**src/rtl/uart_transmitter_if.sv**
```systemverilog
// uart_transmitter_if: parallel-side request/status bundle and serial line of the UART transmitter
interface uart_transmitter_if;
  logic       tx_start;
  logic [7:0] tx_data;
  logic       tx;
  logic       tx_busy;
  logic       tx_done;
  modport master (output tx_start, tx_data, input tx, tx_busy, tx_done);
  modport slave (input tx_start, tx_data, output tx, tx_busy, tx_done);
endinterface

```
**src/rtl/uart_transmitter.sv**
```systemverilog
// uart_transmitter: 8N1 UART serialiser, LSB first, one byte per start/busy handshake
// Define UART_TX_PARITY_EN to insert an even-parity bit between data and stop.
module uart_transmitter #(
  parameter int clk_value = 100_000,
  parameter int baud = 9600,
  parameter int wait_count = clk_value / baud
) (
  input logic clk,
  input logic rst_n,
  uart_transmitter_if.slave bus
);
  localparam int cw = $clog2(wait_count);
  localparam logic [cw-1:0] last = cw'(wait_count - 1);
  if (wait_count < 2) begin : g_bad_wait
    $error("uart_transmitter: wait_count must be >= 2");
  end
`ifdef UART_TX_PARITY_EN
  typedef enum logic [2:0] {IDLE, START, DATA, PARITY, STOP} state_t;
  logic par_q, par_n;
`else
  typedef enum logic [1:0] {IDLE, START, DATA, STOP} state_t;
`endif
  state_t state, state_n;
  logic [cw-1:0] cnt, cnt_n;
  logic [2:0] idx, idx_n;
  logic [7:0] sh, sh_n;
  logic tx_q, tx_n, busy_q, busy_n, done_q, done_n;
  logic wrap;
  assign wrap = cnt == last;
  always_ff @(posedge clk or negedge rst_n)
    if (!rst_n) begin
      state <= IDLE;
      cnt <= '0;
      idx <= '0;
      sh <= '0;
      tx_q <= 1'b1;
      busy_q <= 1'b0;
      done_q <= 1'b0;
`ifdef UART_TX_PARITY_EN
      par_q <= 1'b0;
`endif
    end else begin
      state <= state_n;
      cnt <= cnt_n;
      idx <= idx_n;
      sh <= sh_n;
      tx_q <= tx_n;
      busy_q <= busy_n;
      done_q <= done_n;
`ifdef UART_TX_PARITY_EN
      par_q <= par_n;
`endif
    end
  always_comb begin
    state_n = state;
    cnt_n = wrap ? '0 : cnt + cw'(1);
    idx_n = idx;
    sh_n = sh;
    tx_n = tx_q;
    busy_n = busy_q;
    done_n = 1'b0;
`ifdef UART_TX_PARITY_EN
    par_n = par_q;
`endif
    case (state)
      IDLE: begin
        cnt_n = '0;
        if (bus.tx_start) begin
          state_n = START;
          sh_n = bus.tx_data;
          tx_n = 1'b0;
          busy_n = 1'b1;
`ifdef UART_TX_PARITY_EN
          par_n = ^bus.tx_data;
`endif
        end
      end
      START:
        if (wrap) begin
          state_n = DATA;
          idx_n = '0;
          tx_n = sh[0];
        end
      DATA:
        if (wrap) begin
          if (idx == 3'd7) begin
`ifdef UART_TX_PARITY_EN
            state_n = PARITY;
            tx_n = par_q;
`else
            state_n = STOP;
            tx_n = 1'b1;
`endif
          end else begin
            sh_n = sh >> 1;
            idx_n = idx + 3'd1;
            tx_n = sh[1];
          end
        end
`ifdef UART_TX_PARITY_EN
      PARITY:
        if (wrap) begin
          state_n = STOP;
          tx_n = 1'b1;
        end
`endif
      STOP:
        if (wrap) begin
          state_n = IDLE;
          busy_n = 1'b0;
          done_n = 1'b1;
        end
      default: state_n = IDLE;
    endcase
  end
  assign bus.tx = tx_q;
  assign bus.tx_busy = busy_q;
  assign bus.tx_done = done_q;
endmodule

```
**src/flat_wrapper.sv**
```systemverilog
// flat-port wrapper written by rule: the top's interface ports become plain ports
module uart_transmitter_flat 
#(
  parameter int clk_value = 100_000,
  parameter int baud = 9600,
  parameter int wait_count = clk_value / baud
)
  (clk, rst_n, bus_tx_start, bus_tx_data, bus_tx, bus_tx_busy, bus_tx_done);
  uart_transmitter_if bus_i ();
  input logic clk;
  input logic rst_n;
  input wire logic [$bits(bus_i.tx_start)-1:0] bus_tx_start;
  input wire logic [$bits(bus_i.tx_data)-1:0] bus_tx_data;
  output wire logic [$bits(bus_i.tx)-1:0] bus_tx;
  output wire logic [$bits(bus_i.tx_busy)-1:0] bus_tx_busy;
  output wire logic [$bits(bus_i.tx_done)-1:0] bus_tx_done;
  assign bus_i.tx_start = bus_tx_start;
  assign bus_i.tx_data = bus_tx_data;
  assign bus_tx = bus_i.tx;
  assign bus_tx_busy = bus_i.tx_busy;
  assign bus_tx_done = bus_i.tx_done;
  uart_transmitter #(.clk_value(clk_value), .baud(baud), .wait_count(wait_count)) u_core (.clk(clk), .rst_n(rst_n), .bus(bus_i));
endmodule
```
**config.mk**
```make
export PLATFORM = sky130hd
export DESIGN_NAME = uart_transmitter_flat
export DESIGN_NICKNAME = d
export VERILOG_FILES = /design/src/rtl/uart_transmitter_if.sv /design/src/rtl/uart_transmitter.sv /design/src/flat_wrapper.sv
export SDC_FILE = /design/constraint.sdc
export NUM_CORES = 1
export LEC_CHECK = 0
export CORE_AREA = 2 2 69 71
export DETAILED_ROUTE_END_ITERATION = 8
export DIE_AREA = 0 0 71 73
export PLACE_DENSITY = 0.58
export SYNTH_ARGS = -nofsm -noshare
export SYNTH_HDL_FRONTEND = slang
export SYNTH_SLANG_ARGS = --single-unit
```
**constraint.sdc**
```tcl
create_clock -name clk -period 1.75 [get_ports clk]
set_input_delay 0.2625 -clock clk [delete_from_list [all_inputs] [get_ports clk]]
set_output_delay 0.2625 -clock clk [all_outputs]
set_load 0.03 [all_outputs]
```
Yosys cells after proc, flatten, opt, wreduce, memory -nomap -nowiden
Index checks and enable logic that the tools add are counted.
{"block": "op_classes", "reduce_logical": 10, "n_mux": 26, "add_sub_neg": 2, "n_eq_ne": 11}
{"operator": "$mux W8", "count": 3}
{"operator": "$pmux W8 S2", "count": 1}
{"operator": "$reduce_and A4 Y1", "count": 3}
{"operator": "$mux W2", "count": 5}
{"operator": "$mux W3", "count": 3}
{"operator": "$mux W1", "count": 8}
{"operator": "$mux W4", "count": 2}
{"operator": "$ne A2 B1 Y1 const B", "count": 4}
{"operator": "$pmux W2 S4", "count": 1}
{"operator": "$pmux W3 S2", "count": 1}
{"operator": "$reduce_bool A2 Y1", "count": 3}
{"operator": "$reduce_and A5 Y1", "count": 1}
{"operator": "$add A4 B1 Y4 const B", "count": 1}
{"operator": "$eq A2 B2 Y1 const B", "count": 2}
{"operator": "$eq A4 B4 Y1 const B", "count": 1}
{"operator": "$ne A2 B2 Y1 const B", "count": 2}
{"operator": "$add A3 B1 Y3 const B", "count": 1}
{"operator": "$eq A3 B3 Y1 const B", "count": 1}
{"operator": "$pmux W1 S3", "count": 1}
{"operator": "$reduce_and A3 Y1", "count": 1}
{"operator": "$reduce_bool A3 Y1", "count": 1}
{"operator": "$eq A2 B1 Y1 const B", "count": 1}
{"operator": "$logic_not A2 Y1", "count": 1}
{"operator": "$pmux W1 S2", "count": 1}
{"block": "totals", "regBits": 20, "output_inout_bits": 3, "input_bits": 11, "word_cells": 56}

Depth between registers and ports, before layout
{"block": "depth", "depth_word": 4, "depth_mapped": 7, "mapped_depth_nobuf": 6}

Worst setup path after synthesis
OpenSTA, ideal clock, no wires.
{"block": "synth_timing", "path_kind": "reg-to-reg", "from": "reg u_core.idx[0]", "to": "reg u_core.state[1]", "setup_time_ns": 0.128, "path_buffers": 0, "slack_ns": 0.224, "period_less_slack_ns": 1.526, "stages_incl_launch_ff": 5, "required_ns": 1.622, "arrival_ns": 1.399, "path_cell_list": "dfrtp_1 > ha_1 > ha_1 > o221ai_2 > mux2_1"}
{"block": "synth_between", "elab_chain_cells": 3}
{"element": "from (decl)", "line_no": "uart_transmitter.sv:25", "rtl": "logic [2:0] idx, idx_n;"}
{"element": "from (signal assigned)", "line_no": "uart_transmitter.sv:45", "rtl": "idx <= idx_n;"}
{"element": "$eq A3 B3 Y1", "line_no": "uart_transmitter.sv:86", "rtl": "if (idx == 3'd7) begin"}
{"element": "$ne A2 B1 Y1 (no line)"}
{"element": "$reduce_and A5 Y1 (no line)"}
{"element": "to (signal assigned)", "line_no": "uart_transmitter.sv:43", "rtl": "state <= state_n;"}
{"element": "to (decl)", "line_no": "uart_transmitter.sv:23", "rtl": "state_t state, state_n;"}
No other way between the ends.
A chain may end at the register's enable or synchronous reset.

Worst setup path in the final report
{"block": "layout_timing", "from": "reg u_core.idx[0]", "to": "reg u_core.sh[1]"}
{"block": "layout_between", "elab_chain_cells": 3}
{"element": "$eq A3 B3 Y1", "line_no": "uart_transmitter.sv:86"}
{"element": "$ne A2 B2 Y1 (no line)"}
{"element": "$reduce_and A4 Y1 (no line)"}
{"element": "to (signal assigned)", "line_no": "uart_transmitter.sv:46", "rtl": "sh <= sh_n;"}
{"element": "to (decl)", "line_no": "uart_transmitter.sv:26", "rtl": "logic [7:0] sh, sh_n;"}
No other way between the ends.

==> results_dict.tcl <==
set metrics [dict create \
    max-vdd-ir-drop_mv 0.4079 \
    fp-row-count 25 \
    status "finished clean" \
    antenna_found_initial 0 \
    busiest_layer "met2" \
    first_pass_iters 4 \
    clk_pin_slew_worst_paths_ps 80 \
    critPathRequiredTime_ps 1900 \
    drc_errors 0 \
    wl_per_cell_um 13.00 \
    crit_type "flip-flop to flip-flop" \
    crit_chain "ha_1, ha_1, a211oi_2, a31o_1, a21oi_2" \
    grtUsageMet2 0.1859 \
    tightest_slew_ps 320.8 \
    drv_slew 0 \
    grt_max_degree 21 \
    grt_pass1_wl_um 4540 \
    slowest_delay_ps 430 \
    cts_max_level 1 \
    cts_tree "done" \
    synthesis.area_mm2 0.001282 \
    grtUsageTotal 0.1090 \
    synth.top_cell.area_share 0.3707 \
    n_antenna_cell 0 \
    layout-drive-gt1-share 0.2517 \
    synth-seq-cells 20 \
    multi_input_area_um2 709.4 \
    drt_iter0_drc 48 \
    cts_root_buf "clkbuf_8" \
    ant_nets 0 \
    crit_path_frequent_cell "ha_1" \
    ys.warnings.count 0 \
    vias_per_cell 4.878 \
    final_cell_mix "dfrtp_1 (19), nor2_1 (12), clkdlybuf4s50_1 (12)" \
    hold_viol 0 \
    final_cell_area_mm2 0.001595 \
    clock_path_buffers 2 \
    regArea_um2 501.7 \
    finalCriticalPeriod_ps 1599 \
    finalWirelength_um 2664 \
    grt_pass1_vias 1001 \
    hold_buffers 0 \
    dpl_cell_area_mm2 0.001508 \
    yosys.area.top_type "dfrtp_1" \
    numPortBuffers 13 \
    final_common_cell "dfrtp_1" \
    drv_cap 0 \
    start_util 0.2828 \
    setup_viol 0 \
    holdCritPathClass "input port to async pin" \
    p_total_mw 2.396 \
    max_freq_ghz 0.6255 \
    tns_ps 0 \
    use_met3 0.02486 \
    area_delta_synth_final_pct 24.39 \
    core_area_mm2 0.004536 \
    crit_path_top_delay_cell "dfrtp_1" \
    pwr_density_cell_mw_per_mm2 1502 \
    n_fill_cell 469 \
    end_kind "flip-flop" \
    finalNetCount 171 \
    cp-start-kind "flip-flop" \
    gp_congestion 0.8226 \
    relSlewSlack 0.7861 \
    ios 14 \
    cts.sinks 20 \
    synthTopCellsByArea "dfrtp_1 (37%), ha_1 (7.8%), nor3_2 (4.7%)" \
    cts_resized 0 \
    dieWidth_um 71 \
    overflow 0 \
    p_leak_nw 0.7095 \
    hpwl_um 2066 \
    cts_setup_buffers 0 \
    clock_latency_ps 260 \
    synth.avg_cell_area_um2 10.02 \
    cp_max_fo 4 \
    timing.final.crit_share 0.9136 \
    num_vias 1000 \
    synthDistinctLibCells 38 \
    ys_seq_area_frac 0.3912 \
    die_height_um 73 \
    skew_ps 7.420 \
    syn_inst 128 \
    rsz0062_at_grt "no" \
    grt.met1_usage 0.1430 \
    syn_nets 147 \
    design.die.area_mm2 0.005183 \
    cts_made_buffers 3 \
    arrival_ps 1750 \
]
sequential cells by signal (all words and copies together) (netlist names):
register / flops
u_core.sh: 8
u_core.cnt: 4
u_core.idx: 3
u_core.state: 2
u_core.bus.tx: 1
u_core.bus.tx_busy: 1
u_core.bus.tx_done: 1
kinds of logic (layout without fill, tap and decap cells):
kind of cell               Yosys count  after routing  synth area share
AOI/OAI and AO/OA                   35             35            0.1863
xor gates and xnor gates             1              1          0.006831
adders and majority gates            8              8           0.07805
buffers and inverters               13             36           0.06634
DFF                                 20             20            0.3912
muxes                                5              5           0.04098
and+or+nand+nor                     46             46            0.2302
worst max-delay path: cells and delay by family (launching register included):
| family | cells | cell delay [ps] |
|---|---|---|
| adder cells (fa/ha/maj) | 2 | 480 |
| AO/OA/AOI/OAI | 3 | 590 |
| flip-flops | 1 | 430 |
layout make-up:
cell class / count / area share
multi-input combinational: 95 / 0.4447
sequential: 20 / 0.3145
timing repair buffer: 24 / 0.1349
tap: 54 / 0.04235
clock buffer: 3 / 0.02588
clock inverter: 1 / 0.01882
inverter: 8 / 0.01882
worst paths after layout:
path / startpoint / endpoint / slack [ps] / depth (start not counted)
setup / recovery: u_core.idx[0] / u_core.sh[1] / 150 / 5
hold / removal: rst_n / u_core.state[0] / 340 / 2
setup reg to reg: u_core.idx[0] / u_core.sh[1] / 150 / 5
hold reg to reg: u_core.sh[7] / u_core.sh[7] / 490 / 1
max in group asynchronous: rst_n / u_core.bus.tx / 1130 / 2
min in group clk: u_core.sh[7] / u_core.sh[7] / 490 / 1
cells in the mapped netlist:
master      n
dfrtp_1    19
nor2_1     12
nand2_1    11
a21oi_1     8
ha_1        8
inv_1       8
o22ai_1     7
nor3_2      6
and2_1      5
mux2i_1     3
nand2b_1    3
o21ai_0     3
o21ai_1     3
o2bb2ai_1   3
a21oi_2     2
a22o_1      2
a31o_1      2
buf_2       2
nor2_2      2
a211oi_1    1
a21boi_0    1
a22oi_1     1
and2_2      1
and4bb_4    1
buf_12      1
buf_6       1
clkbuf_8    1
dfstp_2     1
mux2_1      1
mux2_2      1
nand3b_1    1
nand4b_4    1
nor2b_4     1
nor3_1      1
nor3b_2     1
o21ai_2     1
o221ai_2    1
xnor2_1     1
metal layers:
metal	vias up	part of all wire
met3	2	0.037
li1	498	-
met4	0	0.0034
met5	-	0
met2	19	0.50
met1	481	0.46
stage by stage:
stage / std cells / hold WS, ps / utilization / setup WS [ps]
after floorplan: 128 / -33.09 / - / 223.7
after global placement: 201 / 479.3 / 0.3324 / 14.87
after detailed placement: 201 / 479.9 / 0.3324 / 1.381
after CTS: 205 / 342.9 / 0.3481 / 19.18
after global routing: 205 / 369.3 / 0.3517 / 4.896
final: 205 / 344.8 / 0.3517 / 151.3
power breakdown:
group	switching, mW	total [mW]	internal (mW)
clock	0.157	0.462	0.305
combinational	0.626	1.17	0.549
sequential	0.143	0.760	0.617
total	0.925	2.40	1.47
No activity file was read; power rests on OpenSTA's default activity.
